===== src/rtl/inc_reg_bank_pkg.sv =====
// rtl/inc_reg_bank_pkg.sv - shared constants for the increment register bank
package inc_reg_bank_pkg;
  localparam int DEF_DATA_W = 16;
  localparam int NREG       = 7;

  localparam int REG_ROW  = 0;
  localparam int REG_COL  = 1;
  localparam int REG_CURR = 2;
  localparam int REG_STA  = 3;
  localparam int REG_STB  = 4;
  localparam int REG_STC  = 5;
  localparam int REG_R1   = 6;

  localparam logic [2:0] RD_DIM = 3'd7;
endpackage


===== src/rtl/inc_counter_cell.sv =====
// rtl/inc_counter_cell.sv - one counter register with clr > ld > inc priority and sticky wrap flag
module inc_counter_cell #(
  parameter int W = 16
) (
  input  logic         clk,
  input  logic         rst_n,
  input  logic         clr,
  input  logic         ld,
  input  logic         inc,
  input  logic [W-1:0] d,
  output logic [W-1:0] q,
  output logic         ovf
);
  logic [W-1:0] r_q;
  logic         r_ovf;

  always_ff @(posedge clk) begin
    if (!rst_n) begin
      r_q   <= '0;
      r_ovf <= 1'b0;
    end else if (clr) begin
      r_q   <= '0;
      r_ovf <= 1'b0;
    end else if (ld) begin
      r_q   <= d;
    end else if (inc) begin
      r_q   <= r_q + W'(1);
      // a load leaves the flag alone; only clear or reset drops it
      if (&r_q) r_ovf <= 1'b1;
    end
  end

  assign q   = r_q;
  assign ovf = r_ovf;
endmodule


===== src/rtl/inc_reg_bank.sv =====
// rtl/inc_reg_bank.sv - seven increment-capable registers, DIM compare flags and registered read port
module inc_reg_bank
  import inc_reg_bank_pkg::*;
#(
  parameter int DATA_W = DEF_DATA_W
) (
  input  logic              clk,
  input  logic              rst_n,
  input  logic              inc_ROW,
  input  logic              inc_COL,
  input  logic              inc_CURR,
  input  logic              inc_STA,
  input  logic              inc_STB,
  input  logic              inc_STC,
  input  logic              inc_R1,
  input  logic [NREG-1:0]   ld_sel,
  input  logic [NREG-1:0]   clr_sel,
  input  logic [DATA_W-1:0] bus_in,
  input  logic              dim_ld,
  input  logic [2:0]        rd_sel,
  output logic [DATA_W-1:0] bus_out,
  output logic [DATA_W-1:0] row_q,
  output logic [DATA_W-1:0] col_q,
  output logic [DATA_W-1:0] curr_q,
  output logic [DATA_W-1:0] sta_q,
  output logic [DATA_W-1:0] stb_q,
  output logic [DATA_W-1:0] stc_q,
  output logic [DATA_W-1:0] r1_q,
  output logic              row_last,
  output logic              col_last,
  output logic              curr_last,
  output logic [NREG-1:0]   ovf
);
  logic [NREG-1:0]   w_inc;
  logic [DATA_W-1:0] w_q [NREG];
  logic [DATA_W-1:0] w_dim_m1;
  logic [DATA_W-1:0] w_rd;
  logic [DATA_W-1:0] r_dim;
  logic [DATA_W-1:0] r_bus_out;

  assign w_inc = {inc_R1, inc_STC, inc_STB, inc_STA, inc_CURR, inc_COL, inc_ROW};

  for (genvar g = 0; g < NREG; g++) begin : g_cell
    inc_counter_cell #(.W(DATA_W)) u_cell (
      .clk   (clk),
      .rst_n (rst_n),
      .clr   (clr_sel[g]),
      .ld    (ld_sel[g]),
      .inc   (w_inc[g]),
      .d     (bus_in),
      .q     (w_q[g]),
      .ovf   (ovf[g])
    );
  end

  always_ff @(posedge clk) begin
    if (!rst_n)      r_dim <= '0;
    else if (dim_ld) r_dim <= bus_in;
  end

  // DIM=0 wraps to all-ones here, which is the intended terminal value
  assign w_dim_m1  = r_dim - DATA_W'(1);
  assign row_last  = (w_q[REG_ROW]  == w_dim_m1);
  assign col_last  = (w_q[REG_COL]  == w_dim_m1);
  assign curr_last = (w_q[REG_CURR] == w_dim_m1);

  always_comb begin
    w_rd = r_dim;
    for (int i = 0; i < NREG; i++) begin
      if (rd_sel == 3'(i)) w_rd = w_q[i];
    end
  end

  always_ff @(posedge clk) begin
    if (!rst_n) r_bus_out <= '0;
    else        r_bus_out <= w_rd;
  end

  assign bus_out = r_bus_out;
  assign row_q   = w_q[REG_ROW];
  assign col_q   = w_q[REG_COL];
  assign curr_q  = w_q[REG_CURR];
  assign sta_q   = w_q[REG_STA];
  assign stb_q   = w_q[REG_STB];
  assign stc_q   = w_q[REG_STC];
  assign r1_q    = w_q[REG_R1];
endmodule


===== config.mk =====
export PLATFORM = sky130hd
export DESIGN_NAME = inc_reg_bank
export DESIGN_NICKNAME = d
export VERILOG_FILES = /design/src/rtl/inc_reg_bank_pkg.sv /design/src/rtl/inc_counter_cell.sv /design/src/rtl/inc_reg_bank.sv
export SDC_FILE = /design/constraint.sdc
export NUM_CORES = 1
export LEC_CHECK = 0
export CORE_MARGIN = 8
export CORE_UTILIZATION = 30
export CTS_BUF_LIST = sky130_fd_sc_hd__clkbuf_16
export DETAILED_ROUTE_END_ITERATION = 12
export PLACE_DENSITY_LB_ADDON = 0.3
export SKIP_CTS_REPAIR_TIMING = 1
export SLEW_MARGIN = 20
export SYNTH_ARGS = -nofsm -noshare
export SYNTH_HDL_FRONTEND = slang
export SYNTH_SLANG_ARGS = --single-unit

===== constraint.sdc =====
create_clock -name clk -period 5.1 [get_ports clk]
set_clock_uncertainty 0.05 [all_clocks]
set_input_delay 0.765 -clock clk [delete_from_list [all_inputs] [get_ports clk]]
set_output_delay 0.765 -clock clk [all_outputs]
set_load 0.03 [all_outputs]

---- After elaboration in Yosys (flattened, before gate mapping) ----
Index checks and enable logic that the tools add are counted.
word-level totals
  flip-flop bits (word level) ............. 151
  output and inout bits ................... 138
cells by class
  bitwise operators ....................... 8
  add/sub/neg operators ................... 8
  mux-type cells .......................... 21
  reductions and logical operators ........ 22
  eq/ne operators ......................... 9
operators by type and width
  kind                     count
  $mux W16                 21
  $reduce_and A18 Y1       7
  $add A16 B1 Y16 const B  7
  $eq A16 B16 Y1           3
  $sub A16 B1 Y16 const B  1
  $reduce_bool A2 Y1       7
  $reduce_or A2 Y1         7
  $eq A3 B3 Y1 const B     3
  $not A1 Y1               8
  $eq A3 B2 Y1 const B     2
  $eq A3 B1 Y1 const B     1
  $logic_not A3 Y1         1

---- Longest topological paths before layout ----
  depth after elaboration ................. 8
  mapped depth ............................ 10
  depth with buffers taken out ............ 8

---- By module ----
From an unflattened synthesis, not the netlist that was laid out.
second synthesis, totals
  cells, all modules ...................... 1161
  area total of the unflattened synthesis .. 9769.4 µm²
by module, submodules not included
  module            sequential area each (µm²)  area each (µm²)  times used  cells an instance
  inc_counter_cell  340.3                       918.4            7           102
  inc_reg_bank      640.6                       3340.7           1           447

---- Worst setup path before layout ----
Ideal clock, no wire load.
  path kind ............................... register to output
  start ................................... reg r_dim[0]
  end ..................................... out row_last
  slack ................................... 1.111 ns
  required time ........................... 4.285 ns
  buffers on the path ..................... 2
  stages on the path, launching flop included .. 11
  arrival ................................. 3.174 ns
  path through ............................ dfxtp_1 buf_6 inv_1 ha_1 clkbuf_1 or3b_1 nor3_1 xor2_1 xor2_1 or4_1 nor4_1
between the ends
  longest elaborated chain between the ends .. 2
ends and longest elaborated chain
  item                      line                source
  start: declaration        inc_reg_bank.sv:38  logic [DATA_W-1:0] r_dim;
  start signal: assignment  inc_reg_bank.sv:58  else if (dim_ld) r_dim <= bus_in;
  $sub A16 B1 Y16           inc_reg_bank.sv:62  assign w_dim_m1 = r_dim - DATA_W'(1);
  $eq A16 B16 Y1            inc_reg_bank.sv:63  assign row_last = (w_q[REG_ROW] == w_dim_m1);
  end: declaration          inc_reg_bank.sv:29  output logic row_last,
Every way passes these cells.

---- Worst setup path in the final report ----
  start ................................... reg r_dim[0]
  end ..................................... out curr_last
between the ends
  longest elaborated chain between the ends .. 2
ends and longest elaborated chain
  item              line                source
  $sub A16 B1 Y16   inc_reg_bank.sv:62
  $eq A16 B16 Y1    inc_reg_bank.sv:65  assign curr_last = (w_q[REG_CURR] == w_dim_m1);
  end: declaration  inc_reg_bank.sv:31  output logic curr_last,
Every way passes these cells.

==> reports/summary.txt <==
First-pass GRT wire length: 62.4 mm
CP delay by family, top: simple AND/OR/NAND/NOR gates
Met2 Use GR: 34.2%
Later-pin clock latency in the skew report: 440 ps
R2R depth: 5
Vias in the first global route: 9,130
WHS: 408 ps
Maximum clock rate: 205 MHz
Synth area leader: dfxtp_1
Buf+Inv Stages, Crit Path: 2
Slew Limit Headroom: 26.0%
Tot GR Track Use: 21.6%
Placed insts: 1,767
Max Slew Vio Count: 0
Critical-path cell list: inv_1 -> ha_1 -> nor3b_4 -> xnor2_1 -> or4_1 -> nor3_1 -> nand4_1 -> nor4_1 -> clkdlybuf4s50_1
Worst Max-Slew Pin Slew: 1110 ps
Via count: 9,625
Synth top area cells: dfxtp_1 31%, xnor2_1 7.5%, nor2_1 6.3%, a21oi_1 5.8%, xor2_1 5.6%
Antenna violations before repair: 1
Root Buffer Master: clkbuf_16
Mean post-synth cell area: 7.92 µm²
Leakage: 4.42 nW
Status: complete, no violations
Critical Path Stages: 9
Routed WL: 43.0 mm
Met1 Use GR: 29.2%
Die H: 197 µm
Initial DRT Pass Iterations: 5
Worst Min Path Start: g_cell[0].u_cell.ovf$_SDFFE_PP0P_
Worst min path class: reg -> reg
Area share of the largest cell type after synthesis: 30.8%
DR vias/cell: 5.35
Total congestion overflow: 0
Core Region: 32,400 µm²
Worst setup EP type: output port
Slowest stage cell, crit path: clkdlybuf4s50_1
DPL Wire Length: 31.7 mm
CTS H-Tree Depth: 4
DRC viols: 0
Startpoint Class: register
Reg-to-Reg Start: g_cell[1].u_cell.q[2]$_SDFFE_PP0P_
CTS buffer count: 17
# port buffers: 180
CTS clk-pin slew, worst paths: 80 ps
Post-Syn Instances: 1,239
Slowest stage delay, CP: 800 ps
Period minus WS final: 4870 ps
Synthesis Warnings: 0
Syn nets: 1,290
Mapped Area: 9820 µm²
Share of cells above drive strength 1: 7.37%
Post-synth top cells: 165 x nor2_1, 151 x dfxtp_1, 113 x a21oi_1, 105 x nand2_1, 84 x xnor2_1
Hold path depth: 2
Async SR Flop Fraction: 0%
CTS Buffer Depth: 2
Iter 0 DRT Violations: 922
Post-synth EDFFs: 0
Seq/Total Area, Yosys: 30.8%
Min-Delay Endpoint: g_cell[0].u_cell.ovf$_SDFFE_PP0P_
Worst Setup SP: r_dim[0]$_SDFFE_PN0P_
Final ANT Viol Nets: 0
GPL Wtd Cong: 0.979
Worst Path Required: 4280 ps
Final hold vios: 0
Clock sink total: 151
Critical path type: reg -> out
Pwr per Cell Area: 271 nW/µm²
RSZ-0062 raised after global routing: false
Tcrit/Tclk final: 95.5%
Row count: 66
IO Count: 181
Reg2reg setup slack: 2880 ps
CTS tree: done
Synth Flop Type: dfxtp_1
Largest net degree at the start of global routing: 45
Reg2Reg Capture Point: g_cell[1].u_cell.q[15]$_SDFFE_PP0P_
Die width: 197 µm
Layout Cells excl Fill: 1,800
Critical Path AT: 4050 ps
Layer with the highest usage: met2
VDD IR max: 0.000215 V
Nets@finish: 1,395
Total Neg Setup Slack: 0 ps
Distinct cells, synth: 72
CP Max Fanout: 9
Synthesized flop and latch total: 151
Initial Util: 30.3%
Max cap viols: 0
Syn-to-layout area delta: 26.0%
Die footprint: 38,800 µm²
DR WL/cell: 23.9 µm
Final setup vio count: 0
Routing usage on met3: 4.01%
Most used standard cell by instance count after synthesis: nor2_1
cells in the final DEF (no fill, tap or decap), drive strengths merged, types with 11 or more instances in the layout:
cell	count
clkdlybuf4s50	174
nor2	166
dfxtp	151
a21oi	113
nand2	106
xnor2	84
xor2	63
mux2i	51
inv	40
nand3	39
nand4	32
o21ai	31
nor2b	25
buf	25
nor3	24
a211oi	22
nand2b	18
clkbuf	17
and3	15
mux4	14
o22ai	13
o221ai	13
or3	11
nor4	11
through the flow:
| stage | utilization, % | total power [mW] | worst slack [ps] | instance area [µm²] |
|---|---|---|---|---|
| after floorplan | - | 1.76 | 1110 | 9820 |
| after global placement | 36.3 | 2.04 | 639 | 11800 |
| after detailed placement | 36.3 | 2.03 | 616 | 11800 |
| after CTS | 38.2 | 3.37 | 133 | 12400 |
| after global routing | 38.2 | 3.47 | 53.3 | 12400 |
| final | 38.2 | 3.36 | 230 | 12400 |
registers in the layout, indices dropped and copies added (netlist names):
| signal | cells |
|---|---|
| bus_out | 16 |
| g_cell.u_cell.q | 112 |
| r_dim | 16 |
| g_cell.u_cell.ovf | 7 |
routing by layer:
metal  vias up  wire length (µm)
li1       4498                 -
met1      4635             19300
met2       422             19400
met3        68              2880
met4         2              1320
met5         -                 9
cells by family after synthesis:
| group | Yosys count | share of synthesized area (%) |
|---|---|---|
| AOI/OAI and AO/OA | 235 | 14.6 |
| xor gates and xnor gates | 148 | 13.4 |
| buffers and inverters | 147 | 6.77 |
| muxes | 75 | 9.56 |
| adders and majority gates | 8 | 1.02 |
| and+or+nand+nor | 475 | 23.9 |
| DFF | 151 | 30.8 |
worst max path at each step:
stage | end | slack (ps)
CTS | row_last | 130
detailed placement | row_last | 620
floorplan | row_last | 1110
global placement | row_last | 640
finish | curr_last | 230
global route | row_last | 50
where the power goes:
part,total [mW],switching (mW),internal [mW]
sequential,1.32,0.0947,1.23
combinational,0.693,0.418,0.275
clock,1.34,0.638,0.706
layout make-up:
class | count | area (µm²)
multi-input combinational | 941 | 6130
antenna | 1 | 2.50
clock inverter | 15 | 186
timing repair buffer | 199 | 1910
inverter | 34 | 128
clock buffer | 17 | 425
fill | 3418 | 20000
sequential | 151 | 3020
tap | 442 | 553
worst min-delay path: stages (launching register included):
cell     delay [ps]
dfxtp_1         310
inv_1            50
a21oi_1          50
(Power assumes the default switching activity.)
